[src/rtl/cordic_pkg.sv]
// Shared CORDIC definitions: table geometry defaults and the loader state type.
package cordic_pkg;

    localparam int DATA_WIDTH   = 16;
    localparam int N_ITERATIONS = 15;
    localparam int ADDR_W       = $clog2(N_ITERATIONS);
    localparam int CNT_W        = $clog2(N_ITERATIONS + 1);

    typedef enum logic [1:0] {
        EMPTY,
        LOADING,
        LOADED
    } lut_state_t;

endpackage

[src/rtl/lut_ram.sv]
// Arctangent table storage: one synchronous write port and one asynchronous
// read port. It is the writable stand-in for the fixed ROM table.
module lut_ram #(
    parameter int DATA_WIDTH = 16,
    parameter int DEPTH      = 15,
    parameter int ADDR_W     = 4
) (
    input  logic                  clk,
    input  logic                  we,
    input  logic [ADDR_W-1:0]     waddr,
    input  logic [DATA_WIDTH-1:0] wdata,
    input  logic [ADDR_W-1:0]     raddr,
    output logic [DATA_WIDTH-1:0] rdata
);

    logic [DATA_WIDTH-1:0] mem [DEPTH];

    // Store a word on the edge where the loader accepts it; no reset on purpose.
    always_ff @(posedge clk) begin
        if (we) begin
            mem[waddr] <= wdata;
        end
    end

    // Read straight through so the CORDIC stage sees the same zero-latency path as the ROM.
    always_comb begin
        rdata = mem[raddr];
    end

endmodule

[src/rtl/lut_loader.sv]
// Runtime loader for the CORDIC arctangent table. It accepts N_ITERATIONS words
// over valid/ready, stores them in index order and serves a gated
// combinational read port.
module lut_loader #(
    parameter int DATA_WIDTH   = cordic_pkg::DATA_WIDTH,
    parameter int N_ITERATIONS = cordic_pkg::N_ITERATIONS,
    parameter int ADDR_W       = $clog2(N_ITERATIONS),
    parameter int CNT_W        = $clog2(N_ITERATIONS + 1)
) (
    input  logic                  clk,
    input  logic                  rst,
    input  logic                  start,
    input  logic                  wr_valid,
    input  logic [DATA_WIDTH-1:0] wr_data,
    output logic                  wr_ready,
    input  logic [ADDR_W-1:0]     raddr,
    output logic [DATA_WIDTH-1:0] data_out,
    output logic                  loaded,
    output logic                  busy,
    output logic [CNT_W-1:0]      load_count
);

    import cordic_pkg::*;

    localparam logic [CNT_W-1:0]  LAST_CNT  = CNT_W'(N_ITERATIONS - 1);
    localparam logic [ADDR_W-1:0] LAST_ADDR = ADDR_W'(N_ITERATIONS - 1);

    lut_state_t            state_q;
    lut_state_t            state_d;
    logic [ADDR_W-1:0]     wr_ptr;
    logic                  accept;
    logic [DATA_WIDTH-1:0] ram_rdata;

    assign accept = wr_valid & wr_ready;

    // State register; reset has priority over everything, including start.
    always_ff @(posedge clk) begin
        if (rst) begin
            state_q <= EMPTY;
        end else begin
            state_q <= state_d;
        end
    end

    // Next state: start always (re)enters LOADING, and the last accepted word finishes the load.
    always_comb begin
        state_d = state_q;
        if (start) begin
            state_d = LOADING;
        end else begin
            case (state_q)
                LOADING: begin
                    if (accept && (load_count == LAST_CNT)) begin
                        state_d = LOADED;
                    end
                end
                default: begin
                    state_d = state_q;
                end
            endcase
        end
    end

    // Status outputs; ready drops in a start cycle so a word presented alongside start is never taken.
    always_comb begin
        wr_ready = (state_q == LOADING) && !start;
        busy     = (state_q == LOADING);
        loaded   = (state_q == LOADED);
    end

    // Write pointer and word counter restart on start and advance once per accepted word.
    always_ff @(posedge clk) begin
        if (rst || start) begin
            wr_ptr     <= '0;
            load_count <= '0;
        end else if (accept) begin
            wr_ptr     <= wr_ptr + 1'b1;
            load_count <= load_count + 1'b1;
        end
    end

    lut_ram #(
        .DATA_WIDTH (DATA_WIDTH),
        .DEPTH      (N_ITERATIONS),
        .ADDR_W     (ADDR_W)
    ) u_ram (
        .clk   (clk),
        .we    (accept),
        .waddr (wr_ptr),
        .wdata (wr_data),
        .raddr (raddr),
        .rdata (ram_rdata)
    );

    // Hide the table (stale or half-written) unless it is complete and the index is in range.
    always_comb begin
        data_out = '0;
        if ((state_q == LOADED) && (raddr <= LAST_ADDR)) begin
            data_out = ram_rdata;
        end
    end

endmodule
[config.mk]
export PLATFORM = sky130hd
export DESIGN_NAME = lut_loader
export DESIGN_NICKNAME = d
export VERILOG_FILES = /design/src/rtl/cordic_pkg.sv /design/src/rtl/lut_ram.sv /design/src/rtl/lut_loader.sv
export SDC_FILE = /design/constraint.sdc
export NUM_CORES = 1
export LEC_CHECK = 0
export CORE_MARGIN = 3
export CORE_UTILIZATION = 40
export DETAILED_ROUTE_END_ITERATION = 16
export PLACE_DENSITY_LB_ADDON = 0.08
export SETUP_SLACK_MARGIN = 0.05
export SLEW_MARGIN = 20
export SYNTH_ARGS = -nofsm -noshare
export SYNTH_HDL_FRONTEND = slang
export SYNTH_SLANG_ARGS = --single-unit
export TNS_END_PERCENT = 10
[constraint.sdc]
create_clock -name clk -period 3.5 [get_ports clk]
set_input_delay 1.05 -clock clk [delete_from_list [all_inputs] [get_ports clk]]
set_output_delay 1.05 -clock clk [all_outputs]
set_load 0.03 [all_outputs]
* Yosys cells after proc, flatten, opt, wreduce, memory -nomap -nowiden *
Memories as Yosys holds them, arrays and structs flattened.
Cells that the tools add are included.

word-level totals
  bits of input ports = 24
  memory bits (writable) = 240
  memories = 1
  word-level logic and storage cells = 28
  flip-flop bits (word level) = 10
  output and inout bits = 23

memory list
  name       depth  bits a word  rd ports  clocked after Yosys merged registers in  write ports  RTL line       RTL
  u_ram.mem  15     16           1         0                                        1            lut_ram.sv:16  logic [DATA_WIDTH-1:0] mem [DEPTH];

cells by class
  bitwise operators = 1
  magnitude comparators = 1
  equality and inequality tests = 3
  add/subtract/negate cells = 2
  reduce and logical (&&, ||, !) cells = 10
  muxes and demuxes = 6

operators by type and width
  kind                   number
  $mux W16               1
  $add A4 B1 Y4 const B  2
  $mux W1                5
  $eq A4 B4 Y1 const B   1
  $le A4 B4 Y1 const B   1
  $reduce_and A2 Y1      2
  $reduce_bool A2 Y1     2
  $logic_and A1 B1 Y1    3
  $eq A2 B1 Y1 const B   1
  $eq A2 B2 Y1 const B   1
  $reduce_or A2 Y1       1
  $and A1 B1 Y1          1
  $logic_not A1 Y1       1
  $logic_or A1 B1 Y1     1

* Logic depth before layout (Yosys ltp) *
Gate-level depths: netlist (run 1).

  depth in word-level cells = 7
  depth in mapped cells = 6
  mapped depth without buffers = 4

* By module *
From an unflattened synthesis (run 1), not the netlist that was laid out.

unflattened totals
  cells, all modules = 490
  area, all modules = 9859.5 um^2

by module, submodules not included
  module      sequential area each (um^2)  cells each  times used  area an instance (um^2)
  lut_ram     7206.9                       418         1           9272.6
  lut_loader  200.2                        72          1           586.8

* Least setup slack after synthesis (run 1) *
No wires, ideal clock.

  kind = input to output
  start point = in raddr[0]
  end point = out data_out[10]
  buffers on the path = 3
  stages on the path = 6
  data required time = 2.450 ns
  data arrival time = 2.429 ns
  setup slack = 0.021 ns
  path through = buf_6 buf_2 nand2_1 nand4_1 buf_4 o211ai_1

between the ends
  word-level cells in the longest chain between the ends = 3
  elaborated cells between the ends (all ways) = 4
  those cells by class = order compare (1); mux (1); reduce/logical (1); memory (1)

ends and longest elaborated chain
  what                 RTL line          RTL
  start: declaration   lut_loader.sv:16  input logic [ADDR_W-1:0] raddr,
  $le A4 B4 Y1         lut_loader.sv:98  if ((state_q == LOADED) && (raddr <= LAST_ADDR)) begin
  $logic_and A1 B1 Y1  lut_loader.sv:98
  $mux W16 *           lut_loader.sv:98
  end: declaration     lut_loader.sv:17  output logic [DATA_WIDTH-1:0] data_out,

Mark *: on every way between the ends. The rest lies on a longest branch, timed or not.

* Worst setup path after layout (run 1) *
  start point = in raddr[0]
  end point = out data_out[2]

The elaborated chain is that of the path after synthesis.

==> impl_metrics.json, run 1 <==
{
  "fin_skew_ns": 0.0112,
  "slowest_stage": "o211ai_1",
  "dp_hpwl_mm": 13.8,
  "finalNonFillerCells": 945,
  "hold_viol_final": 0,
  "synth_compound_area_frac": 0.0341,
  "die-area_um2": 26400,
  "crit_type": "in2out",
  "status": "completed",
  "ys_ff_latch": 250,
  "tns_ns": 0,
  "drt_iter0_drc": 423,
  "synth-edff-count": 240,
  "die_w_um": 163,
  "numClockSinks": 250,
  "ir_drop_mv": 0.368,
  "seq_power_share": 0.548,
  "p_int_uw": 4820,
  "cts_tree": "yes",
  "start_util": 0.413,
  "crit_arrival_ns": 2.41,
  "p_clk_frac": 0.409,
  "cts_buffers": 27,
  "min_period_ns": 3.46,
  "grt_overflow": 0,
  "worstPathMaxFanout": 8,
  "fmax_mhz": 289,
  "ys_warn_count": 0,
  "setup_viol": 0,
  "grt_setup_unrepaired": "true",
  "clk_path_buf_depth": 3,
  "drtPass1Iterations": 4,
  "finalMaxSlewViolations": 0,
  "grt_max_degree": 19,
  "wl_mm": 22.3,
  "drive_above_1_share": 0.361,
  "cts_hold_buf": 0,
  "synth_top_area_cell": "edfxtp_1",
  "yosysUniqueCellTypes": 38,
  "start_kind": "primary input",
  "synth_common_cells": "edfxtp_1, mux4_2, nand2_1",
  "end_kind": "primary output",
  "cap_violations": 0,
  "wl_per_cell_um": 23.6,
  "grt_first_pass_wirelength_mm": 33.4,
  "slew_headroom": 0.657,
  "synth_ff_type": "edfxtp_1",
  "vias": 4971,
  "r2r-end": "u_ram.mem[4][10]$_DFFE_PP_",
  "async_flop_share": 0,
  "die_h_um": 163,
  "final_core_util": 0.519,
  "num_rows": 56,
  "track_usage": 0.171,
  "nets": 639,
  "cp_slowest_stage_delay_ns": 0.32,
  "syn_area_per_cell_um2": 20.6,
  "place_congestion": 0.750,
  "cp_data_required_time_ns": 2.45,
  "fillers": 1898,
  "drc": 0,
  "synth_seq_area_share": 0.755,
  "syn_to_final_growth_pct": 25.8,
  "synth_xor_area_frac": 0,
  "grt_pass1_vias": 5220,
  "combPwrFrac": 0.043,
  "port_buffers": 46,
  "p_sw_frac": 0.197,
  "htree_levels": 1,
  "io_pins": 47,
  "synth.area.mux_share": 0.150,
  "r2r_start": "state_q[0]$_SDFFE_PP0P_",
  "total_leakage_power_uw": 0.00409,
  "synth.most_common_cell": "edfxtp_1",
  "ff2ff_path_depth": 5,
  "finalCritPeriodShare": 0.988,
  "drtAntennaViolNets": 0,
  "detail_route.vias_per_cell": 5.26,
  "synthAdderAreaFrac": 0.00766,
  "cts_root_buf": "clkbuf_16",
  "powerDensity_nw_per_um2": 487,
  "min_to": "load_count[3]$_SDFFE_PP0P_",
  "timing.hold.ws_ns": 0.507,
  "clk_latency_ns": 0.52,
  "synth_nets": 507,
  "synth_top_family_by_area": "multiplexers",
  "total_power_uw": 6010,
  "switchingPower_uw": 1180,
  "min_delay_path_depth": 2,
  "synth-simple-area-share": 0.0347,
  "num_antenna_cells": 0,
  "rrSetupSlack_ns": 1.40,
  "synth_area_leaders": "edfxtp_1, mux4_2, mux4_1",
  "synth_top_area_frac": 0.735,
  "grt_antenna_before_repair": 0,
  "worstHoldStart": "load_count[3]$_SDFFE_PP0P_",
  "syn_area_um2": 9810,
  "worst_pin_slew_ns": 0.514,
  "dp.cells": 879,
  "cp_cell_sequence": "buf_16 -> buf_12 -> buf_8 -> nand2_2 -> nand4_1 -> buf_6 -> o211ai_1 -> clkbuf_16",
  "syn_inst": 477,
  "cts.clk_slew.worst_paths_ns": 0.05,
  "hp-class": "reg2reg",
  "design.core.area_um2": 23800
}
==> stage by stage <==
step | instance area [µm²] | setup slack [ns]
detailed placement | 11200 | -0.269
CTS | 12200 | 0.00340
floorplan | 9810 | 0.0659
finish | 12300 | 0.0428
global route | 12300 | -0.0367
global placement | 11200 | -0.281
==> cell usage in the layout, fill, tap and decap left out, types with 3 or more instances in the layout <==
cell type,n
a22oi_2,12
inv_1,5
nor3_2,4
mux4_2,40
nand2b_1,3
nor2b_1,3
clkinv_1,7
mux2_2,16
o21ai_0,3
bufbuf_16,3
or3_1,4
mux4_1,8
nor2_1,3
clkbuf_16,30
buf_12,15
o211ai_1,11
a22oi_1,3
mux2i_1,18
clkdlybuf4s50_1,26
edfxtp_1,240
a21oi_1,6
buf_6,13
nor2_2,11
buf_4,64
dfxtp_1,10
o211ai_2,3
ha_1,6
nand2_1,27
clkbuf_1,7
clkinv_2,4
==> power groups by stage <==
stage               registers [µW]  clock network, µW  logic, µW
floorplan                     3350                  0        121
global placement              3350                  0        236
detailed placement            3350                  0        240
CTS                           3290               2530        255
global route                  3290               2650        281
finish                        3290               2460        261
==> cell type report <==
cell class	count	area, µm²	share of cell area
clock inverters	12	53.8	0.00436
well taps	319	399	0.0324
multi-input cells	198	2350	0.190
flip-flops and latches	250	7410	0.601
inverters	5	18.8	0.00152
repair buffers	127	1410	0.114
clock buffers	34	702	0.0569
==> routing by layer <==
| metal | part of all wire | global-route usage |
|---|---|---|
| met5 | 0 | 0 |
| met3 | 0.049 | 0.0252 |
| met4 | 0.012 | 0.0311 |
| met1 | 0.44 | 0.245 |
| met2 | 0.50 | 0.286 |
==> worst max-delay path by stage <==
stage,start,endpoint,slack [ns],cells after the start
2_1_floorplan,raddr[0],data_out[10],0.07,6
3_3_place_gp,raddr[0],data_out[9],-0.28,6
3_5_place_dp,raddr[0],data_out[10],-0.27,6
4_1_cts,raddr[0],data_out[3],0.003,6
5_1_grt,raddr[0],data_out[2],-0.04,8
6_report,raddr[0],data_out[2],0.04,8
==> critical path, delay by kind of cell <==
family,cells,cell delay (ns)
simple gates,2,0.18
compound gates,1,0.32
buf+inv,5,0.84
==> state kept, by name, indices dropped and copies added, names as in the netlist <==
register    cells
u_ram.mem     240
load_count      4
wr_ptr          4
state_q         2
==> timing repair <==
item	in CTS	in global routing
pin swaps	21	15
resized for setup	34	11
setup buffers	15	2
cloned	1	2
setup endpoints to repair	16	16
==> kinds of logic (layout without fill, tap and decap cells) <==
kind of cell,Yosys count,count (layout)
AO/OA/AOI/OAI,42,42
AND/OR/NAND/NOR,68,68
adder cells (fa/ha/maj),6,6
multiplexers,82,82
flip-flops,250,250
buffers and inverters,29,178
No activity file was read; power rests on OpenSTA's default activity.
==> run 2: changes to the inputs <==
--- a/config.mk
+++ b/config.mk
@@ -5,7 +5,6 @@
 export SDC_FILE = /design/constraint.sdc
 export NUM_CORES = 1
 export LEC_CHECK = 0
-export CORE_MARGIN = 3
 export CORE_UTILIZATION = 40
 export DETAILED_ROUTE_END_ITERATION = 16
 export PLACE_DENSITY_LB_ADDON = 0.08
==> run 2 against run 1 <==
  * Clock skew is 0.0042 ns higher
  * Sequential share of layout area is 1.1 points lower
  * Register-to-register slack better by 0.02 ns
  * Non-clock buffer count is 7 higher
==> impl_metrics.json, run 2 (same netlist as run 1, synthesis figures left out) <==
{
  "grt_setup_unrepaired": "true",
  "cts_root_buf": "clkbuf_16",
  "cp_data_required_time_ns": 2.45,
  "worst_pin_slew_ns": 0.560,
  "drtPass1Iterations": 4,
  "final_core_util": 0.529,
  "start_util": 0.413,
  "crit_top_cell": "buf_6",
  "crit_arrival_ns": 2.40,
  "largest_registers": "u_ram.mem: 240 flops, load_count: 4 flops, wr_ptr: 4 flops",
  "drive_above_1_share": 0.379,
  "num_rows": 56,
  "drt_iter0_drc": 290,
  "slowest_stage": "o211ai_1",
  "grt_overflow": 0,
  "detail_route.vias_per_cell": 5.30,
  "largest_register_ff_count": 240,
  "end_kind": "primary output",
  "wl_per_cell_um": 23.9,
  "cts_tree": "yes",
  "total_leakage_power_uw": 0.00420,
  "place_congestion": 0.724,
  "port_buffers": 46,
  "grt_max_degree": 17,
  "clk_latency_ns": 0.53,
  "cts.clk_slew.worst_paths_ns": 0.06,
  "syn_to_final_growth_pct": 28.1,
  "drc": 0,
  "regMostFlops": "u_ram.mem",
  "cp_cell_sequence": "buf_6 -> buf_12 -> nand2_1 -> nand4_1 -> buf_6 -> buf_4 -> o211ai_1 -> clkbuf_16",
  "path_buf_inv": 5,
  "worstPathMaxFanout": 7,
  "total_power_uw": 6370,
  "numClockSinks": 250,
  "drtAntennaViolNets": 0,
  "setup_viol": 0,
  "htree_levels": 1,
  "cp_slowest_stage_delay_ns": 0.29,
  "die_w_um": 159,
  "multi_input_area_um2": 2340,
  "status": "completed",
  "hp-class": "reg2reg",
  "die_h_um": 159,
  "powerDensity_nw_per_um2": 508,
  "mostFrequentLayoutCell": "edfxtp_1",
  "nets": 646,
  "dp_hpwl_mm": 13.7,
  "grt_pass1_vias": 5308,
  "cts_hold_buf": 0,
  "ir_drop_mv": 0.528,
  "finalMaxSlewViolations": 0,
  "wl_mm": 22.7,
  "vias": 5053,
  "fmax_mhz": 290,
  "num_antenna_cells": 0,
  "slew_headroom": 0.626,
  "io_pins": 47,
  "fillers": 1896,
  "finalCritPeriodShare": 0.986,
  "hold_viol_final": 0,
  "grt_first_pass_wirelength_mm": 33.8,
  "timing.hold.ws_ns": 0.495,
  "most-common-layout-cells": "edfxtp_1, buf_4, mux4_2",
  "fin_skew_ns": 0.0154,
  "cts_buffers": 27,
  "min_period_ns": 3.45,
  "start_kind": "primary input",
  "clk_path_buf_depth": 3,
  "cap_violations": 0,
  "grt_antenna_before_repair": 0,
  "cp_top_family": "buffers and inverters",
  "die-area_um2": 25100,
  "track_usage": 0.190,
  "crit_type": "in2out",
  "regArea_um2": 7410,
  "design.core.area_um2": 23800
}
==> run 2: changes by cell type in the layout (fill, tap and decap cells not counted), sizes merged <==
| cell | previous run | this run |
|---|---|---|
| buf | 95 | 102 |
| bufbuf | 3 | 2 |
| bufinv | 0 | 4 |
| clkbuf | 37 | 33 |
| clkinv | 11 | 12 |
| inv | 5 | 6 |
==> run 2: path summary, 6_finish.rpt <==
| check | startpoint | end | slack [ns] | depth (start not counted) |
|---|---|---|---|---|
| min reg2reg | load_count[3]$_SDFFE_PP0P_ | load_count[3]$_SDFFE_PP0P_ | 0.49 | 2 |
| min | load_count[3]$_SDFFE_PP0P_ | load_count[3]$_SDFFE_PP0P_ | 0.49 | 2 |
| max | raddr[1] | data_out[1] | 0.05 | 8 |
| max reg2reg | state_q[0]$_SDFFE_PP0P_ | u_ram.mem[14][10]$_DFFE_PP_ | 1.42 | 5 |
==> run 2: area by class of cell <==
type	count	area share
Sequential cell	250	0.590
Clock buffer	29	0.0544
Timing Repair Buffer	134	0.121
Tap cell	319	0.0318
Multi-Input combinational cell	198	0.186
Inverter	5	0.00149
Clock inverter	18	0.0152
==> run 2: stage by stage <==
step / TNS, ns / setup WS [ns] / std cells / instance area, µm²
after detailed placement: -3.51 / -0.297 / 886 / 11300
final: 0 / 0.0507 / 953 / 12600
after global placement: -3.10 / -0.256 / 886 / 11300
after CTS: -0.00468 / -0.00468 / 950 / 12500
after floorplan: 0 / 0.0659 / 477 / 9810
after global routing: 0 / 0.00496 / 953 / 12600
==> run 2: routing by layer <==
layer  wire length [µm]  track usage  up-vias
li1                   -            -     2251
met1              10300        0.265     2684
met2              11100        0.313       89
met3                873       0.0308       29
met4                385       0.0481        0
met5                  0            0        -
==> run 2: what timing repair did <==
item | 4_1_cts | 5_1_grt
endpoints found under the setup margin | 16 | 14
resized for setup | 35 | 13
buffers inserted | 14 | 4
gates cloned | 4 | 0
pin swaps | 9 | 7
==> run 2: worst register-to-register path, delay by kind of cell, from the launching register on <==
kind / cells / cell delay, ns
AND/OR/NAND/NOR: 3 / 0.64
flip-flops: 1 / 0.55
buffers and inverters: 2 / 0.54
==> run 2: power breakdown <==
| group | internal, µW | switching [µW] |
|---|---|---|
| sequential | 3280 | 4.38 |
| combinational | 149 | 126 |
| clock | 1700 | 1120 |
